--- src/rtl/avalon_master_engine_if.sv ---
// Avalon-MM bus bundle between the command engine (master) and the
// codec controller slave port, including the slave interrupt line.
// Signals: read/write/chipselect/address/writedata/beginbursttransfer/
// burstcount (master->slave); readdata/waitrequest/irq (slave->master).
interface avalon_master_engine_if #(
    parameter int ADDR_W  = 3,
    parameter int DATA_W  = 32,
    parameter int BURST_W = 8
);
    logic               read;
    logic               write;
    logic               chipselect;
    logic [ADDR_W-1:0]  address;
    logic [DATA_W-1:0]  writedata;
    logic [DATA_W-1:0]  readdata;
    logic               waitrequest;
    logic               beginbursttransfer;
    logic [BURST_W-1:0] burstcount;
    logic               irq;

    modport master (
        output read, write, chipselect, address, writedata,
        output beginbursttransfer, burstcount,
        input  readdata, waitrequest, irq
    );

    modport slave (
        input  read, write, chipselect, address, writedata,
        input  beginbursttransfer, burstcount,
        output readdata, waitrequest, irq
    );
endinterface

--- src/rtl/avalon_master_engine.sv ---
// Avalon-MM master: runs write / read / read-modify-write / burst-read
// commands against a slave, with waitrequest timeout and IRQ edge pulse.
// Ports: Clk, Rst_n; cmd_* command handshake; rsp_* response strobe;
// slave (bus interface, master side); irq_evt rising-edge pulse.
module avalon_master_engine #(
    parameter int ADDR_W   = 3,
    parameter int DATA_W   = 32,
    parameter int BURST_W  = 8,
    parameter int MAX_WAIT = 255
) (
    input  logic                   Clk,
    input  logic                   Rst_n,
    input  logic                   cmd_valid,
    output logic                   cmd_ready,
    input  logic [1:0]             cmd_op,
    input  logic [ADDR_W-1:0]      cmd_addr,
    input  logic [DATA_W-1:0]      cmd_data,
    input  logic [DATA_W-1:0]      cmd_mask,
    input  logic [BURST_W-1:0]     cmd_burst,
    output logic                   rsp_valid,
    output logic [DATA_W-1:0]      rsp_data,
    output logic                   rsp_last,
    output logic                   rsp_err,
    avalon_master_engine_if.master slave,
    output logic                   irq_evt
);
    localparam int WAIT_W = 16;

    typedef enum logic [2:0] {
        S_IDLE, S_WR, S_RD, S_RMW_RD, S_RMW_WR, S_BRD
    } state_t;

    state_t             state_q, state_d;
    logic               read_q, read_d;
    logic               write_q, write_d;
    logic               cs_q, cs_d;
    logic [ADDR_W-1:0]  addr_q, addr_d;
    logic [DATA_W-1:0]  wdata_q, wdata_d;
    logic               bbt_q, bbt_d;
    logic [BURST_W-1:0] blen_q, blen_d;
    logic [BURST_W-1:0] beat_q, beat_d;
    logic [WAIT_W-1:0]  wait_q, wait_d;
    logic [DATA_W-1:0]  data_q, data_d;
    logic [DATA_W-1:0]  mask_q, mask_d;
    logic [DATA_W-1:0]  rd_q, rd_d;
    logic               rsp_valid_q, rsp_valid_d;
    logic [DATA_W-1:0]  rsp_data_q, rsp_data_d;
    logic               rsp_last_q, rsp_last_d;
    logic               rsp_err_q, rsp_err_d;
    logic               irq_s1_q, irq_s1_d;
    logic               irq_s2_q, irq_s2_d;
    logic               irq_p_q, irq_p_d;
    logic               irq_evt_q, irq_evt_d;

    logic               active, done, stall, tmo, last_beat, fin;
    logic [BURST_W-1:0] req_len;

    assign active    = read_q | write_q;
    assign done      = active & ~slave.waitrequest;
    assign stall     = active & slave.waitrequest;
    // Timeout fires on the MAX_WAIT-th consecutive stalled cycle.
    assign tmo       = stall && (wait_q == WAIT_W'(MAX_WAIT - 1));
    assign last_beat = (beat_q == blen_q - BURST_W'(1));
    assign req_len   = (cmd_burst == '0) ? BURST_W'(1) : cmd_burst;

    always_comb begin
        state_d     = state_q;
        read_d      = read_q;
        write_d     = write_q;
        cs_d        = cs_q;
        addr_d      = addr_q;
        wdata_d     = wdata_q;
        bbt_d       = bbt_q;
        blen_d      = blen_q;
        beat_d      = beat_q;
        wait_d      = wait_q;
        data_d      = data_q;
        mask_d      = mask_q;
        rd_d        = rd_q;
        rsp_valid_d = 1'b0;
        rsp_data_d  = rsp_data_q;
        rsp_last_d  = rsp_last_q;
        rsp_err_d   = rsp_err_q;
        fin         = 1'b0;

        if (stall) wait_d = wait_q + WAIT_W'(1);

        unique case (state_q)
            S_IDLE: begin
                if (cmd_valid) begin
                    cs_d   = 1'b1;
                    addr_d = cmd_addr;
                    data_d = cmd_data;
                    mask_d = cmd_mask;
                    wait_d = '0;
                    beat_d = '0;
                    blen_d = BURST_W'(1);
                    unique case (cmd_op)
                        2'b00: begin
                            write_d = 1'b1;
                            wdata_d = cmd_data;
                            state_d = S_WR;
                        end
                        2'b01: begin
                            read_d  = 1'b1;
                            state_d = S_RD;
                        end
                        2'b10: begin
                            read_d  = 1'b1;
                            state_d = S_RMW_RD;
                        end
                        default: begin
                            read_d  = 1'b1;
                            bbt_d   = 1'b1;
                            blen_d  = req_len;
                            state_d = S_BRD;
                        end
                    endcase
                end
            end
            S_WR: begin
                if (done) begin
                    fin        = 1'b1;
                    rsp_data_d = '0;
                end
            end
            S_RD: begin
                if (done) begin
                    fin        = 1'b1;
                    rsp_data_d = slave.readdata;
                end
            end
            S_RMW_RD: begin
                if (done) begin
                    read_d  = 1'b0;
                    write_d = 1'b1;
                    wdata_d = (slave.readdata & ~mask_q) | (data_q & mask_q);
                    rd_d    = slave.readdata;
                    wait_d  = '0;
                    state_d = S_RMW_WR;
                end
            end
            S_RMW_WR: begin
                if (done) begin
                    fin        = 1'b1;
                    rsp_data_d = rd_q;
                end
            end
            S_BRD: begin
                bbt_d = 1'b0;
                if (done) begin
                    wait_d      = '0;
                    rsp_valid_d = 1'b1;
                    rsp_data_d  = slave.readdata;
                    rsp_last_d  = last_beat;
                    rsp_err_d   = 1'b0;
                    if (last_beat) fin = 1'b1;
                    else beat_d = beat_q + BURST_W'(1);
                end
            end
            default: state_d = S_IDLE;
        endcase

        if (fin) begin
            rsp_valid_d = 1'b1;
            rsp_last_d  = 1'b1;
            rsp_err_d   = 1'b0;
        end

        // A stalled request that times out abandons the command; in the
        // RMW read phase this also means the write never happens.
        if (tmo) begin
            fin         = 1'b1;
            rsp_valid_d = 1'b1;
            rsp_data_d  = '0;
            rsp_last_d  = 1'b1;
            rsp_err_d   = 1'b1;
        end

        if (fin) begin
            read_d  = 1'b0;
            write_d = 1'b0;
            cs_d    = 1'b0;
            bbt_d   = 1'b0;
            blen_d  = '0;
            addr_d  = '0;
            wdata_d = '0;
            wait_d  = '0;
            state_d = S_IDLE;
        end
    end

    // Two-flop synchroniser, then a delay flop for edge detection and a
    // registered pulse: the event appears 3 clocks after the raw edge.
    always_comb begin
        irq_s1_d  = slave.irq;
        irq_s2_d  = irq_s1_q;
        irq_p_d   = irq_s2_q;
        irq_evt_d = irq_s2_q & ~irq_p_q;
    end

    always_ff @(posedge Clk or negedge Rst_n) begin
        if (!Rst_n) begin
            state_q     <= S_IDLE;
            read_q      <= 1'b0;
            write_q     <= 1'b0;
            cs_q        <= 1'b0;
            addr_q      <= '0;
            wdata_q     <= '0;
            bbt_q       <= 1'b0;
            blen_q      <= '0;
            beat_q      <= '0;
            wait_q      <= '0;
            data_q      <= '0;
            mask_q      <= '0;
            rd_q        <= '0;
            rsp_valid_q <= 1'b0;
            rsp_data_q  <= '0;
            rsp_last_q  <= 1'b0;
            rsp_err_q   <= 1'b0;
            irq_s1_q    <= 1'b0;
            irq_s2_q    <= 1'b0;
            irq_p_q     <= 1'b0;
            irq_evt_q   <= 1'b0;
        end else begin
            state_q     <= state_d;
            read_q      <= read_d;
            write_q     <= write_d;
            cs_q        <= cs_d;
            addr_q      <= addr_d;
            wdata_q     <= wdata_d;
            bbt_q       <= bbt_d;
            blen_q      <= blen_d;
            beat_q      <= beat_d;
            wait_q      <= wait_d;
            data_q      <= data_d;
            mask_q      <= mask_d;
            rd_q        <= rd_d;
            rsp_valid_q <= rsp_valid_d;
            rsp_data_q  <= rsp_data_d;
            rsp_last_q  <= rsp_last_d;
            rsp_err_q   <= rsp_err_d;
            irq_s1_q    <= irq_s1_d;
            irq_s2_q    <= irq_s2_d;
            irq_p_q     <= irq_p_d;
            irq_evt_q   <= irq_evt_d;
        end
    end

    assign cmd_ready                = (state_q == S_IDLE);
    assign rsp_valid                = rsp_valid_q;
    assign rsp_data                 = rsp_data_q;
    assign rsp_last                 = rsp_last_q;
    assign rsp_err                  = rsp_err_q;
    assign slave.read               = read_q;
    assign slave.write              = write_q;
    assign slave.chipselect         = cs_q;
    assign slave.address            = addr_q;
    assign slave.writedata          = wdata_q;
    assign slave.beginbursttransfer = bbt_q;
    assign slave.burstcount         = blen_q;
    assign irq_evt                  = irq_evt_q;
endmodule

--- src/flat_wrapper.sv ---
// flat-port wrapper written by rule: the top's interface ports become plain ports
module avalon_master_engine_flat 
#(
    parameter int ADDR_W   = 3,
    parameter int DATA_W   = 32,
    parameter int BURST_W  = 8,
    parameter int MAX_WAIT = 255
)
  (Clk, Rst_n, cmd_valid, cmd_ready, cmd_op, cmd_addr, cmd_data, cmd_mask, cmd_burst, rsp_valid, rsp_data, rsp_last, rsp_err, irq_evt, slave_read, slave_write, slave_chipselect, slave_address, slave_writedata, slave_beginbursttransfer, slave_burstcount, slave_readdata, slave_waitrequest, slave_irq);
  avalon_master_engine_if #(.ADDR_W(ADDR_W), .DATA_W(DATA_W), .BURST_W(BURST_W)) slave_i ();
  input  logic Clk;
  input  logic Rst_n;
  input  logic cmd_valid;
  output logic cmd_ready;
  input  logic [1:0] cmd_op;
  input  logic [ADDR_W-1:0] cmd_addr;
  input  logic [DATA_W-1:0] cmd_data;
  input  logic [DATA_W-1:0] cmd_mask;
  input  logic [BURST_W-1:0] cmd_burst;
  output logic rsp_valid;
  output logic [DATA_W-1:0] rsp_data;
  output logic rsp_last;
  output logic rsp_err;
  output logic irq_evt;
  output wire logic [$bits(slave_i.read)-1:0] slave_read;
  output wire logic [$bits(slave_i.write)-1:0] slave_write;
  output wire logic [$bits(slave_i.chipselect)-1:0] slave_chipselect;
  output wire logic [$bits(slave_i.address)-1:0] slave_address;
  output wire logic [$bits(slave_i.writedata)-1:0] slave_writedata;
  output wire logic [$bits(slave_i.beginbursttransfer)-1:0] slave_beginbursttransfer;
  output wire logic [$bits(slave_i.burstcount)-1:0] slave_burstcount;
  input wire logic [$bits(slave_i.readdata)-1:0] slave_readdata;
  input wire logic [$bits(slave_i.waitrequest)-1:0] slave_waitrequest;
  input wire logic [$bits(slave_i.irq)-1:0] slave_irq;
  assign slave_read = slave_i.read;
  assign slave_write = slave_i.write;
  assign slave_chipselect = slave_i.chipselect;
  assign slave_address = slave_i.address;
  assign slave_writedata = slave_i.writedata;
  assign slave_beginbursttransfer = slave_i.beginbursttransfer;
  assign slave_burstcount = slave_i.burstcount;
  assign slave_i.readdata = slave_readdata;
  assign slave_i.waitrequest = slave_waitrequest;
  assign slave_i.irq = slave_irq;
  avalon_master_engine #(.ADDR_W(ADDR_W), .DATA_W(DATA_W), .BURST_W(BURST_W), .MAX_WAIT(MAX_WAIT)) u_core (.Clk(Clk), .Rst_n(Rst_n), .cmd_valid(cmd_valid), .cmd_ready(cmd_ready), .cmd_op(cmd_op), .cmd_addr(cmd_addr), .cmd_data(cmd_data), .cmd_mask(cmd_mask), .cmd_burst(cmd_burst), .rsp_valid(rsp_valid), .rsp_data(rsp_data), .rsp_last(rsp_last), .rsp_err(rsp_err), .slave(slave_i), .irq_evt(irq_evt));
endmodule
--- config.mk ---
export PLATFORM = sky130hd
export DESIGN_NAME = avalon_master_engine_flat
export DESIGN_NICKNAME = d
export VERILOG_FILES = /design/src/rtl/avalon_master_engine_if.sv /design/src/rtl/avalon_master_engine.sv /design/src/flat_wrapper.sv
export SDC_FILE = /design/constraint.sdc
export NUM_CORES = 1
export LEC_CHECK = 0
export BUFFER_PORTS_ARGS = -buffer_cell sky130_fd_sc_hd__buf_2
export CELL_PAD_IN_SITES_DETAIL_PLACEMENT = 1
export CELL_PAD_IN_SITES_GLOBAL_PLACEMENT = 2
export CORE_MARGIN = 10
export CORE_UTILIZATION = 34
export DETAILED_ROUTE_END_ITERATION = 10
export PLACE_DENSITY_LB_ADDON = 0.1
export SLEW_MARGIN = 20
export SYNTH_ARGS = -nofsm -noshare
export SYNTH_HDL_FRONTEND = slang
export SYNTH_SLANG_ARGS = --single-unit
export TNS_END_PERCENT = 20
--- constraint.sdc ---
create_clock -name Clk -period 3 [get_ports Clk]
set_clock_uncertainty 0.1 [all_clocks]
set_input_delay 0 -clock Clk [delete_from_list [all_inputs] [get_ports Clk]]
set_output_delay 0 -clock Clk [all_outputs]
set_load 0.01 [all_outputs]
=== Yosys cells after proc, flatten, opt, wreduce, memory -nomap -nowiden ===
Index checks and enable logic that the tools add are counted.

* Flip-flop bits (word level): 209
* Output and inout port bits: 84
* Input bits: 114

* Equality and inequality tests: 21
* Add/sub/neg operators: 3
* Mux-type cells: 64
* Reductions and logical operators: 27
* Bitwise operators: 10

{| class="wikitable"
|+ Operators with widths
! kind !! number
|-
| 32-bit 2-to-1 mux || 8
|-
| 32-bit one-hot mux with 3 select lines || 1
|-
| 32-bit AND || 2
|-
| 16-bit 2-to-1 mux || 4
|-
| 8-bit 2-to-1 mux || 8
|-
| 32-bit one-hot mux with 2 select lines || 1
|-
| 32-bit inverter || 1
|-
| 32-bit OR || 1
|-
| 16-bit one-hot mux with 2 select lines || 1
|-
| 1-bit 2-to-1 mux || 28
|-
| 3-bit 2-to-1 mux || 6
|-
| 3-bit one-hot mux with 3 select lines || 2
|-
| 16-bit by 1-bit adder with 16-bit output, second input constant || 1
|-
| 16-bit by 8-bit equality test with 1-bit output, second input constant || 1
|-
| 8-bit one-hot mux with 2 select lines || 1
|-
| 4-bit AND reduction || 4
|-
| 3-bit by 1-bit != test with 1-bit output, second input constant || 5
|-
| 3-bit nonzero test || 4
|-
| 3-bit by 2-bit != test with 1-bit output, second input constant || 3
|-
| 8-bit by 1-bit adder with 8-bit output, second input constant || 1
|-
| 8-bit equality test || 1
|-
| 8-bit logical NOT || 1
|-
| 1-bit one-hot mux with 2 select lines || 4
|-
| 2-bit AND reduction || 4
|-
| 20 further kinds || 32
|}

=== Longest topological paths before layout ===
* Word-level depth: 8
* Depth in mapped cells: 12
* Gate-level depth less buffers: 9

=== Least setup slack after synthesis ===
Ideal clock, no wire load.

* Path type: register to register
* Start: reg u_core.blen_q[0] (netlist: u_core.slave.burstcount[0])
* End: reg u_core.wait_q[7]
* Setup slack: 0.161 ns
* Library setup time: 0.123 ns
* Path buffers: 3
* Stages on the path, launching flop included: 13
* Clock period less this slack: 2.839 ns
* Required time: 2.777 ns
* Data arrival time: 2.616 ns
* Cells stage by stage: dfrtp_1 -> inv_1 -> ha_1 -> or2_1 -> a2111oi_2 -> o21ai_1 -> a2111oi_4 -> o22a_1 -> buf_6 -> or3_1 -> buf_6 -> buf_12 -> nor2_4

* Longest elaborated chain between the ends: 7

{| class="wikitable"
|+ Ends and longest elaborated chain
! element !! RTL line !! source
|-
| start: declaration || avalon_master_engine.sv:40 || <nowiki>logic [BURST_W-1:0] blen_q, blen_d;</nowiki>
|-
| start signal: assignment || avalon_master_engine.sv:233 || <nowiki>blen_q <= blen_d;</nowiki>
|-
| 8-bit by 1-bit subtractor with 8-bit output || avalon_master_engine.sv:63 || <nowiki>assign last_beat = (beat_q == blen_q - BURST_W'(1));</nowiki>
|-
| 8-bit equality test || avalon_master_engine.sv:63 ||
|-
| 1-bit 2-to-1 mux || avalon_master_engine.sv:157 || <nowiki>if (last_beat) fin = 1'b1;</nowiki>
|-
| 1-bit 2-to-1 mux || avalon_master_engine.sv:151 || <nowiki>if (done) begin</nowiki>
|-
| 1-bit one-hot mux with 2 select lines || avalon_master_engine.sv:88 || <nowiki>unique case (state_q)</nowiki>
|-
| 1-bit 2-to-1 mux || avalon_master_engine.sv:172 || <nowiki>if (tmo) begin</nowiki>
|-
| 16-bit 2-to-1 mux || avalon_master_engine.sv:180 || <nowiki>if (fin) begin</nowiki>
|-
| via u_core.wait_d[7] || avalon_master_engine.sv:42 || <nowiki>logic [WAIT_W-1:0] wait_q, wait_d;</nowiki>
|-
| end signal: assignment || avalon_master_engine.sv:235 || <nowiki>wait_q <= wait_d;</nowiki>
|-
| end: declaration || avalon_master_engine.sv:42 ||
|}

The timed path passes the listed nets, and every way through them passes these cells.
A chain may end at the register's enable or synchronous reset.

=== Final worst setup path ===
* Start: reg u_core.blen_q[1] (netlist: u_core.slave.burstcount[1])
* End: reg u_core.blen_q[7] (netlist: u_core.slave.burstcount[7])

* Longest elaborated chain between the ends: 8

{| class="wikitable"
|+ Ends and longest elaborated chain
! element !! RTL line
|-
| 8-bit by 1-bit subtractor with 8-bit output (*) || avalon_master_engine.sv:63
|-
| 8-bit equality test (*) || avalon_master_engine.sv:63
|-
| 1-bit 2-to-1 mux (*) || avalon_master_engine.sv:157
|-
| 1-bit 2-to-1 mux (*) || avalon_master_engine.sv:151
|-
| 1-bit one-hot mux with 2 select lines (*) || avalon_master_engine.sv:88
|-
| 1-bit 2-to-1 mux (*) || avalon_master_engine.sv:172
|-
| 2-bit nonzero test (no source line) || --
|-
| 2-bit AND reduction (no source line) || --
|}

Mark *: on every way between the ends. The rest lies on a longest branch, timed or not.

==> key figures <==
Run status
  • Status: complete, but fails checks
  • Failing checks: hold timing

Worst setup path
  • WS Path Type: reg -> reg
  • Arrival time of the worst setup path: 3.01 ns
  • Critical Path Max Stage Delay: 0.41 ns
  • Worst setup SP type: flop
  • CP Data Required Time: 3.30 ns
  • Crit Path Max Fanout: 8
  • Critical-path cell list: inv_1 -> ha_2 -> or2_1 -> a2111oi_2 -> o21ai_1 -> a2111oi_4 -> buf_4 -> or2_2 -> a21oi_1 -> a22o_1
  • CP max stage cell: dfrtp_2
  • CP endpoint kind: flop

Min path
  • Worst Hold Class: in -> async

Clocking
  • CTS Buffer Depth: 3
  • TritonCTS Buffers: 26
  • CTS tree: built
  • Setup bufs post-CTS: 0
  • CTS root buffer: clkbuf_16
  • Clock Latency Late Sink: 0.51 ns
  • Clock transition at path regs: 0.06 ns
  • H-tree levels: 1
  • CTS Sinks: 209

Final layout
  • Commonest non-fill, non-tap cell in the layout: nand2_1
  • Commonest non-fill, non-tap cells in the layout: 251 x nand2_1, 208 x dfrtp_1, 196 x buf_2, 113 x dlygate4sd3_1, 92 x nor2_1
  • Final core utilization: 47.1%
  • Reg area: 5230 um2
  • Non-Filler Instances: 1,665
  • Nets: 1,389
  • Share of cells above drive strength 1: 24.9%
  • Final Cell Area: 13,000 um2
  • Fillers: 3,171
  • Area growth syn-to-layout: 37.3%
  • Area of the multi-input gates: 4020 um2

Global routing
  • First-pass GRT wire length: 50.1 mm
  • Gr ovfl total: 0
  • Vias in the first global route: 8,966
  • Met1 Use GR: 22.3%
  • Largest net degree at the start of global routing: 92
  • GRT met2 Usage: 29.9%
  • M3 GR Usage: 3.77%
  • Initial antenna violation count: 3
  • GRT busiest layer: met2
  • Total GRT Usage: 17.5%

STA
  • Worst-Margin Slew: 1.08 ns
  • WHS: -0.0371 ns
  • Fin. max-slew vios: 0
  • Max Clock Freq: 369 MHz
  • Final period util: 90.4%
  • Min Tclk post-route: 2.71 ns
  • RSZ-0062 raised after global routing: no
  • Final hold vios: 11
  • Slew Limit Headroom: 28.0%
  • Final setup viols: 0
  • Setup TNS: 0 ns

Routing
  • DRT iter0 DRCs: 313
  • DR vias: 8,067
  • Drt total wl: 31.3 mm
  • Antenna-violating nets left: 0
  • Vias per cell: 4.85
  • Wire per inst: 18.8 um
  • DR pass1 iterations: 4
  • DRC: 0

Floorplan
  • Die X: 187 um
  • Core area: 27,600 um2
  • DIE AREA: 35,000 um2
  • Die Y: 187 um
  • Row count: 61
  • # IOs: 198
  • Starting Density: 34.3%

Placed design
  • Gpl congestion: 0.757
  • Post-DP HPWL: 20.0 mm
  • Placed Area: 11,000 um2
  • IO Port Bufs: 197
  • # placed instances: 1,503

Logic synthesis
  • XOR/XNOR Fraction of Synth Area: 2.31%
  • Post-synthesis mux area share: 7.71%
  • Cells after synthesis: 963
  • Sequential area share after synthesis: 55.2%
  • Distinct cells, synth: 54
  • Post-synth net total: 1,085
  • Post-Syn Area: 9480 um2
  • Post-synth top area cell: dfrtp_1
  • Async SR Flop Fraction: 100%
  • Post-synthesis compound-gate area fraction: 11.7%
  • Synth top area cells: dfrtp_1 55%, nand2_1 10%, mux2i_1 3.9%, mux2_2 3.8%, nor2_1 3.7%
  • Syn. warnings: 0
  • Synth Area in Simple Gates: 19.0%
  • Largest family of logic cells by synthesized area: simple AND/OR/NAND/NOR gates
  • Average cell area after synthesis: 9.84 um2
  • Post-synth EDFFs: 0
  • Number of synthesized register bits: 209
  • Main flop type after synthesis: dfrtp_1
  • Post-Synth Adder-Cell Area: 1.06%
  • Share of the synthesized area in the top cell type: 55.2%

Flow run
  • Max_cap viols: 0

Power and ir drop
  • Pleak: 6.36 nW
  • PwrDens: 921 nW/um2
  • Max IR drop VDD: 436 uV
kinds of logic after synthesis:
kind of cell,count (synthesis)
AO/OA/AOI/OAI,169
XOR/XNOR,25
adder cells (fa/ha/maj),8
buffers and inverters,67
flip-flops,209
multiplexers,69
AND/OR/NAND/NOR,416
worst max-delay path: cells and delay by family, from the launching register on:
kind | cells | cell delay [ns]
AOI/OAI and AO/OA | 5 | 1.25
adders and majority gates | 1 | 0.22
buffers and inverters | 2 | 0.26
DFF | 1 | 0.41
and+or+nand+nor | 2 | 0.35
synthesized netlist by cell type, types with 5 or more instances:
master	n
nand2_1	252
dfrtp_1	209
nor2_1	94
a21oi_1	46
clkbuf_1	46
mux2i_1	37
o21ai_0	35
a211oi_1	33
a22oi_1	33
mux2_2	32
xor2_1	16
inv_1	11
nor2_4	10
nor3_1	10
nand4_1	9
xnor2_1	9
ha_1	8
a22o_1	7
and3_1	7
nand3_1	7
buf_2	5
nand2b_1	5
final cells by class:
cell class,count,share of cell area (%)
clock buffer,39,6.00
timing repair buffer,331,18.2
antenna,3,0.0577
multi-input combinational,688,30.9
tap,378,3.63
clock inverter,6,0.663
sequential,209,40.2
inverter,11,0.317
flip-flops by register name (all words and copies together) (netlist names), 3 cells and up:
register / cells
u_core.beat_q: 8
u_core.data_q: 32
u_core.mask_q: 32
u_core.rd_q: 32
u_core.rsp_data: 32
u_core.slave.address: 3
u_core.slave.burstcount: 8
u_core.slave.writedata: 32
u_core.state_q: 3
u_core.wait_q: 16
per-layer routing:
metal	share of wire, %	wire length, um
met1	45	14100
met2	49	15200
met3	5.1	1610
met4	1.1	349
met5	0	0
per-stage QoR:
stage          hold slack [ns]  total power, mW  worst slack, ns
2_1_floorplan           -0.396             7.17            0.161
3_3_place_gp           -0.0261             8.68            0.134
3_5_place_dp           -0.0241             8.80           0.0665
4_1_cts                0.00178             12.1           0.0432
5_1_grt                 0.0284             12.9           0.0526
6_report               -0.0371             12.0            0.287
power by group:
group / total, mW / switching (mW) / internal [mW]
Sequential: 4.55 / 0.692 / 3.86
Clock: 3.15 / 1.20 / 1.96
Combinational: 4.28 / 2.55 / 1.73
repair_timing:
action,in CTS,in global routing
setup endpoints to repair,0,8
hold buffers,113,0
hold endpoints to repair,390,0
resized for setup,0,2
worst paths after layout:
kind,from,to,slack (ns),cells past startpoint
setup reg to reg,u_core.slave.burstcount[1],u_core.slave.burstcount[7],0.29,10
hold / removal,Rst_n,u_core.wait_q[10],-0.04,2
setup / recovery,u_core.slave.burstcount[1],u_core.slave.burstcount[7],0.29,10
max in group asynchronous,Rst_n,u_core.data_q[20],1.97,3
min in group Clk,slave_irq,u_core.irq_s1_q,0.03,2
hold reg to reg,u_core.irq_s1_q,u_core.irq_p_d,0.25,0
Power figures use the tool's default switching activity.
